==> config.mk <==
export PLATFORM = sky130hd
export DESIGN_NAME = shift_add_multiplier
export DESIGN_NICKNAME = d
export VERILOG_FILES = /design/src/rtl/shift_add_multiplier_pkg.sv /design/src/rtl/shift_add_multiplier_adder.sv /design/src/rtl/shift_add_multiplier.sv
export SDC_FILE = /design/constraint.sdc
export NUM_CORES = 1
export LEC_CHECK = 0
export ABC_AREA = 1
export CAP_MARGIN = 20
export CORE_MARGIN = 2
export CORE_UTILIZATION = 45
export CTS_CLUSTER_DIAMETER = 50
export DETAILED_ROUTE_END_ITERATION = 10
export PLACE_DENSITY = 0.75
export REMOVE_ABC_BUFFERS = 1
export SETUP_SLACK_MARGIN = 0.1
export SLEW_MARGIN = 20
export SYNTH_ARGS = -nofsm -noshare
export SYNTH_HDL_FRONTEND = slang
export SYNTH_HIERARCHICAL = 1
export SYNTH_SLANG_ARGS = --single-unit
==> constraint.sdc <==
create_clock -name clk -period 1.94 [get_ports clk]
set_input_delay 0.291 -clock clk [delete_from_list [all_inputs] [get_ports clk]]
set_output_delay 0.291 -clock clk [all_outputs]
set_load 0.02 [all_outputs]
==> src/rtl/shift_add_multiplier_pkg.sv <==
// Shared definitions for the sequential shift-and-add multiplier:
// state encoding and default operand/counter/product widths.
package shift_add_multiplier_pkg;

  // Operand width. The datapath adder is a fixed four_bit_adder, so 4 is the only legal value.
  localparam int WIDTH_DEFAULT     = 4;
  // The iteration counter must be able to hold 0..WIDTH.
  localparam int COUNT_W_DEFAULT   = 3;
  localparam int PRODUCT_W_DEFAULT = 2 * WIDTH_DEFAULT;

  typedef enum logic [1:0] {
    ST_IDLE = 2'd0,
    ST_RUN  = 2'd1,
    ST_DONE = 2'd2
  } state_t;

endpackage

==> src/rtl/shift_add_multiplier_adder.sv <==
// four_bit_adder: combinational 4-bit ripple-carry adder.
// It forms each partial-product step of the multiplier.
module four_bit_adder (
  input  logic [3:0] a,
  input  logic [3:0] b,
  input  logic       carry_in,
  output logic [3:0] sum,
  output logic       carry_out
);

  logic [4:0] carry;

  assign carry[0] = carry_in;

  // One full adder per bit position, with the carry rippling towards the MSB.
  for (genvar gi = 0; gi < 4; gi++) begin : g_bit
    assign sum[gi]     = a[gi] ^ b[gi] ^ carry[gi];
    assign carry[gi+1] = (a[gi] & b[gi]) | (carry[gi] & (a[gi] ^ b[gi]));
  end

  assign carry_out = carry[4];

endmodule

==> src/rtl/shift_add_multiplier.sv <==
// shift_add_multiplier: sequential unsigned 4x4 shift-and-add multiplier.
// It produces an 8-bit product and uses a start/busy/done handshake.
// Each RUN cycle adds the multiplicand into the high accumulator when
// the multiplier LSB is set. {carry, sum, mq} then shifts right by one.
// Optional build macro MUL_ZERO_BYPASS_EN: a zero operand goes straight to
// DONE with a zero product, without passing through RUN.
//
// Port buses are numbered MSB-first ([0:N-1], bit 0 = MSB). Internally,
// values are held LSB-first ([N-1:0]). The ports connect position by
// position, so the MSB of the port drives the MSB of the register. The
// multiplier LSB is therefore mq_reg[0] inside this module.
module shift_add_multiplier
  import shift_add_multiplier_pkg::*;
#(
  parameter int WIDTH   = WIDTH_DEFAULT,
  parameter int COUNT_W = COUNT_W_DEFAULT
) (
  input  logic                 clk,
  input  logic                 reset,
  input  logic                 start,
  input  logic [0:WIDTH-1]     a,
  input  logic [0:WIDTH-1]     b,
  output logic                 busy,
  output logic                 done,
  output logic [0:2*WIDTH-1]   product
);

  localparam int                 PRODUCT_W  = 2 * WIDTH;
  localparam logic [COUNT_W-1:0] LAST_COUNT = COUNT_W'(WIDTH - 1);

  state_t               state_reg;
  logic [WIDTH-1:0]     mcand_reg;
  logic [WIDTH-1:0]     acc_hi_reg;
  logic [WIDTH-1:0]     mq_reg;
  logic [COUNT_W-1:0]   count_reg;
  logic                 busy_reg;
  logic                 done_reg;
  logic [PRODUCT_W-1:0] product_reg;

  logic [WIDTH-1:0]     a_num;
  logic [WIDTH-1:0]     b_num;
  logic [WIDTH-1:0]     addend;
  logic [WIDTH-1:0]     sum;
  logic                 carry_out;
  logic [WIDTH-1:0]     acc_hi_next;
  logic [WIDTH-1:0]     mq_next;

  // Operands in LSB-first numeric form.
  assign a_num = a;
  assign b_num = b;

  // Add the multiplicand only when the current multiplier LSB is 1.
  assign addend = mq_reg[0] ? mcand_reg : '0;

  four_bit_adder u_adder (
    .a         (acc_hi_reg),
    .b         (addend),
    .carry_in  (1'b0),
    .sum       (sum),
    .carry_out (carry_out)
  );

  // Shift the 5-bit sum and mq right as one register. The sum LSB moves into
  // the mq MSB, and carry_out fills the accumulator MSB. A 4x4 product fits
  // in eight bits, so the carry can never be lost.
  assign acc_hi_next = {carry_out, sum[WIDTH-1:1]};
  assign mq_next     = {sum[0], mq_reg[WIDTH-1:1]};

  // Control FSM, shift registers and registered handshake outputs.
  always_ff @(posedge clk) begin
    if (reset) begin
      state_reg   <= ST_IDLE;
      mcand_reg   <= '0;
      acc_hi_reg  <= '0;
      mq_reg      <= '0;
      count_reg   <= '0;
      busy_reg    <= 1'b0;
      done_reg    <= 1'b0;
      product_reg <= '0;
    end else begin
      case (state_reg)
        // DONE accepts a new start exactly like IDLE does, which allows back-to-back issue.
        ST_IDLE, ST_DONE: begin
          done_reg <= 1'b0;
          busy_reg <= 1'b0;
          if (start) begin
            mcand_reg  <= a_num;
            mq_reg     <= b_num;
            acc_hi_reg <= '0;
            count_reg  <= '0;
`ifdef MUL_ZERO_BYPASS_EN
            if ((a_num == '0) || (b_num == '0)) begin
              state_reg   <= ST_DONE;
              done_reg    <= 1'b1;
              product_reg <= '0;
            end else begin
              state_reg <= ST_RUN;
              busy_reg  <= 1'b1;
            end
`else
            state_reg <= ST_RUN;
            busy_reg  <= 1'b1;
`endif
          end else begin
            state_reg <= ST_IDLE;
          end
        end

        // One add/shift step per cycle. A start request is ignored here.
        ST_RUN: begin
          acc_hi_reg <= acc_hi_next;
          mq_reg     <= mq_next;
          count_reg  <= count_reg + 1'b1;
          if (count_reg == LAST_COUNT) begin
            state_reg   <= ST_DONE;
            busy_reg    <= 1'b0;
            done_reg    <= 1'b1;
            product_reg <= {acc_hi_next, mq_next};
          end
        end

        default: begin
          state_reg <= ST_IDLE;
          busy_reg  <= 1'b0;
          done_reg  <= 1'b0;
        end
      endcase
    end
  end

  assign busy    = busy_reg;
  assign done    = done_reg;
  assign product = product_reg;

endmodule

Word-level counts from Yosys, hierarchy flattened
Index checks and enable logic that the tools add are counted.
Widths: inputs -> output; s select.
- output and inout bits: 10
- flip-flop bits (word level): 27
- logic and storage cells: 52
- input port bits: 11
- bitwise gates (word level): 18
- multiplexer cells: 13
- reductions and logical operators: 7
- $add $sub $neg: 1
- eq/ne operators: 5
- operators with widths (cell ; number):
    $pmux 4 s2 ; 2
    $mux 4 ; 3
    $and 1x1->1 ; 7
    $xor 1x1->1 ; 7
    $pmux 3 s2 ; 1
    $reduce_and 2->1 ; 3
    $ne 2x2->1 const B ; 2
    $pmux 2 s2 ; 1
    $reduce_or 2->1 ; 2
    $add 3x1->3 const B ; 1
    $eq 3x2->1 const B ; 1
    $mux 1 ; 3
    $mux 3 ; 1
    $or 1x1->1 ; 3
    $eq 2x1->1 const B ; 1
    $eq 2x2->1 const B ; 1
    $logic_not 2->1 ; 1
    $mux 2 ; 1
    $pmux 1 s2 ; 1
    $reduce_bool 2->1 ; 1
    $not 1->1 ; 1

Depth between registers and ports, before layout
- word-level depth: 9
- mapped depth: 12
- mapped depth without buffers: 12

Modules after synthesis
The synthesis kept the hierarchy.
- modules (own cells, without submodules) (module ; area each (um^2) ; cells each ; instances ; seq. area each (um^2)):
    shift_add_multiplier ; 1089.8 ; 144 ; 1 ; 540.5
    four_bit_adder ; 117.6 ; 14 ; 1 ; 0.0

Worst setup path before layout
Ideal clock, no wire load.
- kind: register to register
- start: register mq_reg[0]
- end: register product_reg[6], in the netlist product[1]
- path slack: -0.192 ns
- period minus slack after synthesis: 2.132 ns
- data required time: 1.865 ns
- buffers on the path: 0
- library setup time: 0.075 ns
- data arrival time: 2.057 ns
- stages on the path, launching flop included: 13
- cells stage by stage: dfxtp_1 -> nand2_1 -> inv_1 -> fa_1 -> inv_1 -> fa_1 -> inv_1 -> fa_1 -> inv_1 -> fa_1 -> inv_1 -> inv_1 -> o21ai_0
- cells in the longest elaborated chain, start to end: 7
- elaborated cells between the ends (all ways): 12
- those cells by class: mux: 1; bitwise: 11
- RTL lines (item ; RTL line ; source):
    from (decl) ; shift_add_multiplier.sv:34 ; logic [WIDTH-1:0] mq_reg;
    from (signal assigned) ; shift_add_multiplier.sv:88 ; mq_reg <= b_num;
    from (signal assigned) ; shift_add_multiplier.sv:112 ; mq_reg <= mq_next;
    $mux 4 ; shift_add_multiplier.sv:53 ; assign addend = mq_reg[0] ? mcand_reg : '0;
    via addend[0] ; shift_add_multiplier.sv:42 ; logic [WIDTH-1:0] addend;
    $and 1x1->1 (2 in a row) ; shift_add_multiplier_adder.sv:18 ; assign carry[gi+1] = (a[gi] & b[gi]) | (carry[gi] & (a[gi] ^ b[gi]));
    $or 1x1->1 ; shift_add_multiplier_adder.sv:18 ;
    $and 1x1->1 ; shift_add_multiplier_adder.sv:18 ;
    $or 1x1->1 ; shift_add_multiplier_adder.sv:18 ;
    $xor 1x1->1 ; shift_add_multiplier_adder.sv:17 ; assign sum[gi] = a[gi] ^ b[gi] ^ carry[gi];
    via sum[3] ; shift_add_multiplier.sv:43 ; logic [WIDTH-1:0] sum;
    to (signal assigned) ; shift_add_multiplier.sv:118 ; product_reg <= {acc_hi_next, mq_next};
    to (decl) ; shift_add_multiplier.sv:38 ; logic [PRODUCT_W-1:0] product_reg;
The timed path passes the listed nets, and every way through them passes these cells.
A chain may end at the register's enable or synchronous reset.

Final worst setup path
Ends and elaborated chain as after synthesis.

==> impl_table.tex <==
\begin{tabular}{lr}
\hline
Metric & Value \\
\hline
\multicolumn{2}{l}{\textbf{Routing}} \\
Antenna violation net count after detailed routing & 0 \\
Routed WL per cell & 11.2 µm \\
First-pass iteration count of the detailed router & 4 \\
Wirelength, routed & 2350 µm \\
Post-detailed-route via-to-cell ratio & 4.90 \\
Number of design-rule violations left by the first detailed-router iteration & 20 \\
Number of vias after detailed routing & 1028 \\
DRC Markers & 0 \\
\multicolumn{2}{l}{\textbf{Finish}} \\
Number of fill cells & 249 \\
Flip-flop count of the largest register after layout & 8 \\
Final Core Density & 59.5\% \\
Area overhead of the layout relative to synthesis & 23.1\% \\
Number of standard cells in the final layout excluding fillers & 210 \\
Final standard cell area without fillers & 1490 µm² \\
Proportion of layout cells with a drive suffix above 1 & 13.9\% \\
Commonest non-fill, non-tap cells in the layout & inv\_1, dfxtp\_1, nand2\_1, clkdlybuf4s50\_1, nand3\_1 \\
Final Net Count & 198 \\
Area occupied by multi-input gates & 536 µm² \\
Area taken by flip-flops and latches & 543 µm² \\
Number of antenna diodes & 0 \\
\multicolumn{2}{l}{\textbf{Timing}} \\
Final critical-path required period & 2.15 ns \\
Count of final hold-check violations & 0 \\
Highest clock frequency the design can meet & 0.466 GHz \\
Setup TNS & -0.402 ns \\
Number of pins exceeding their max-slew limit in the final report & 0 \\
Minimum hold slack & 0.469 ns \\
Layout Skew & 0.00670 ns \\
Share of the cycle needed by the critical path after routing & 111\% \\
Worst Setup Slack, final & -0.206 ns \\
Number of failing setup endpoints in the final timing report & 2 \\
RSZ-0062 raised after global routing & true \\
\multicolumn{2}{l}{\textbf{Synth}} \\
Yosys warnings & 6 \\
Number of enable-type register cells in the synthesized netlist & 0 \\
Average footprint of a synthesized cell & 7.64 µm² \\
Library cells used by synthesis & 20 \\
Top flip-flop cell by instance count after synthesis & dfxtp\_1 \\
Part of the Yosys area used for sequential elements & 44.8\% \\
Total standard cell area after synthesis & 1210 µm² \\
Cell count after synthesis & 158 \\
Yosys reg bits & 27 \\
Share of flip-flops with an asynchronous set or reset after synthesis & 0\% \\
\multicolumn{2}{l}{\textbf{Power}} \\
Ratio of total power to cell area & 681 nW/µm² \\
Part of the power in combinational logic & 16.5\% \\
Post-route total power & 1.01 mW \\
Net switching power & 280 µW \\
Portion of total power attributed to the clock network & 23.6\% \\
Leakage dissipation & 0.642 nW \\
Switching fraction of total power & 27.6\% \\
VDD IR-drop max & 0.463 mV \\
Internal Pwr Total & 732 µW \\
Part of the power in registers & 59.9\% \\
\multicolumn{2}{l}{\textbf{Global routing}} \\
Wire length of the first global-routing pass & 4270 µm \\
Overall routing resource usage & 17.1\% \\
Vias in the first global route & 1056 \\
GRT met1 Usage & 20.1\% \\
Grt peak-use layer & met2 \\
Overall overflow remaining after global route & 0 \\
Global-route met3 utilization & 2.79\% \\
Global-route track usage on met2 & 31.0\% \\
Largest net degree at the start of global routing & 17 \\
Number of antenna violations at the first check in global routing & 0 \\
\multicolumn{2}{l}{\textbf{Place}} \\
Worst-case setup slack after placement & -0.298 ns \\
Placement Cell Area & 1430 µm² \\
Routability cong. & 0.759 \\
DP Cell Count & 206 \\
Detail Placement HPWL & 1760 µm \\
Number of buffers inserted by port buffering & 20 \\
\multicolumn{2}{l}{\textbf{Clock tree}} \\
Largest buffer count on any clock path & 2 \\
Number of buffers inserted to repair setup after CTS & 0 \\
Number of H-tree levels & 1 \\
Hold-fix buffer count after cts & 0 \\
Clock tree from TritonCTS & yes \\
Clock slew at reported path FFs & 0.14 ns \\
Clock insertion delay at the later pin of the skew report & 0.32 ns \\
Clock Tree Root & clkbuf\_4 \\
Num CTS Buffers & 3 \\
Clock sink total & 27 \\
\multicolumn{2}{l}{\textbf{Die}} \\
Chip Height & 55.8 µm \\
Row cnt & 18 \\
Floorplan core area & 2500 µm² \\
Floorplan die width & 55.8 µm \\
Boundary Pins & 21 \\
Initial Utilization & 48.3\% \\
Die area & 3110 µm² \\
\multicolumn{2}{l}{\textbf{Job}} \\
\# Max-Cap Violations & 0 \\
\multicolumn{2}{l}{\textbf{Hold path}} \\
Class of the most critical hold timing path & reg -> reg \\
\multicolumn{2}{l}{\textbf{Critical path}} \\
Data arrival time at the worst-slack endpoint & 2.42 ns \\
CP max-delay cell & fa\_1 \\
Critical Setup Path Class & reg -> reg \\
Most used cell along the critical path & inv\_2 \\
CP Data Required Time & 2.21 ns \\
Capturing element type of the critical path & register \\
Crit path largest cell delay & 0.40 ns \\
Crit path max fanout & 2 \\
CP Cell Sequence & nand2\_2, inv\_2, fa\_2, inv\_2, fa\_2, inv\_2, fa\_2, inv\_2, fa\_1, inv\_1, inv\_2, o21ai\_1 \\
Worst setup SP type & register \\
\multicolumn{2}{l}{\textbf{Outcome}} \\
Status & finished, violations left \\
Violated checks & setup timing \\
\hline
\end{tabular}
[metal layers]
layer	share of wire, %	vias to the layer above
met2	49	26
met3	4.9	5
met4	1.7	0
met1	45	461
met5	0	-
li1	-	536
[timing repair]
item                                    4_1_cts  5_1_grt
endpoints found under the setup margin        6        6
resized for setup                            10        6
pin swaps                                     4        8
hold endpoints to repair                      0        0
[path summary, 6_finish.rpt]
kind,start,end,slack (ns),depth (start not counted)
min reg2reg,product[7]$_SDFFE_PP0P_,product[7]$_SDFFE_PP0P_,0.47,2
min,product[7]$_SDFFE_PP0P_,product[7]$_SDFFE_PP0P_,0.47,2
max,mq_reg[0]$_SDFFE_PP0P_,product[1]$_SDFFE_PP0P_,-0.21,12
max reg2reg,mq_reg[0]$_SDFFE_PP0P_,product[1]$_SDFFE_PP0P_,-0.21,12
[worst max-delay path: cells and delay by family, from the launching register on]
kind | cells | cell delay [ns]
compound gates | 1 | 0.10
fa+ha+maj | 4 | 1.27
buf+inv | 6 | 0.33
flops | 1 | 0.35
simple gates | 1 | 0.06
[kinds of logic after synthesis]
| logic type | after synthesis | synth area share, % |
|---|---|---|
| DFF | 27 | 44.8 |
| and+or+nand+nor | 65 | 23.7 |
| buffers and inverters | 37 | 12.7 |
| other | 1 | 0.311 |
| AOI/OAI and AO/OA | 22 | 9.74 |
| adders and majority gates | 6 | 8.70 |
[synthesized netlist by cell type (2+ instances only)]
cell	count	area (µm²)
a21oi_1	5	25.0
o21ai_0	10	50.1
inv_1	31	116
fa_1	4	80.1
buf_2	3	15.0
nand3_1	17	85.1
dfxtp_1	27	541
ha_1	2	25.0
o22ai_1	6	37.5
nand2_2	2	12.5
nor3_1	4	20.0
nor2_1	15	56.3
nand2_1	25	93.8
[area by class of cell]
type / count / area share [%]
sequential: 27 / 36.5
multi-input combinational: 94 / 36.0
timing repair buffer: 23 / 15.0
inverter: 32 / 8.08
tap: 30 / 2.53
clock buffer: 3 / 1.52
clock inverter: 1 / 0.337
[power groups by stage]
stage / registers (mW) / clock network [mW] / logic (mW)
global route: 0.610 / 0.273 / 0.199
floorplan: 0.614 / 0 / 0.103
global placement: 0.615 / 0 / 0.160
CTS: 0.606 / 0.253 / 0.164
finish: 0.606 / 0.239 / 0.167
detailed placement: 0.617 / 0 / 0.163
Power figures use the tool's default switching activity.
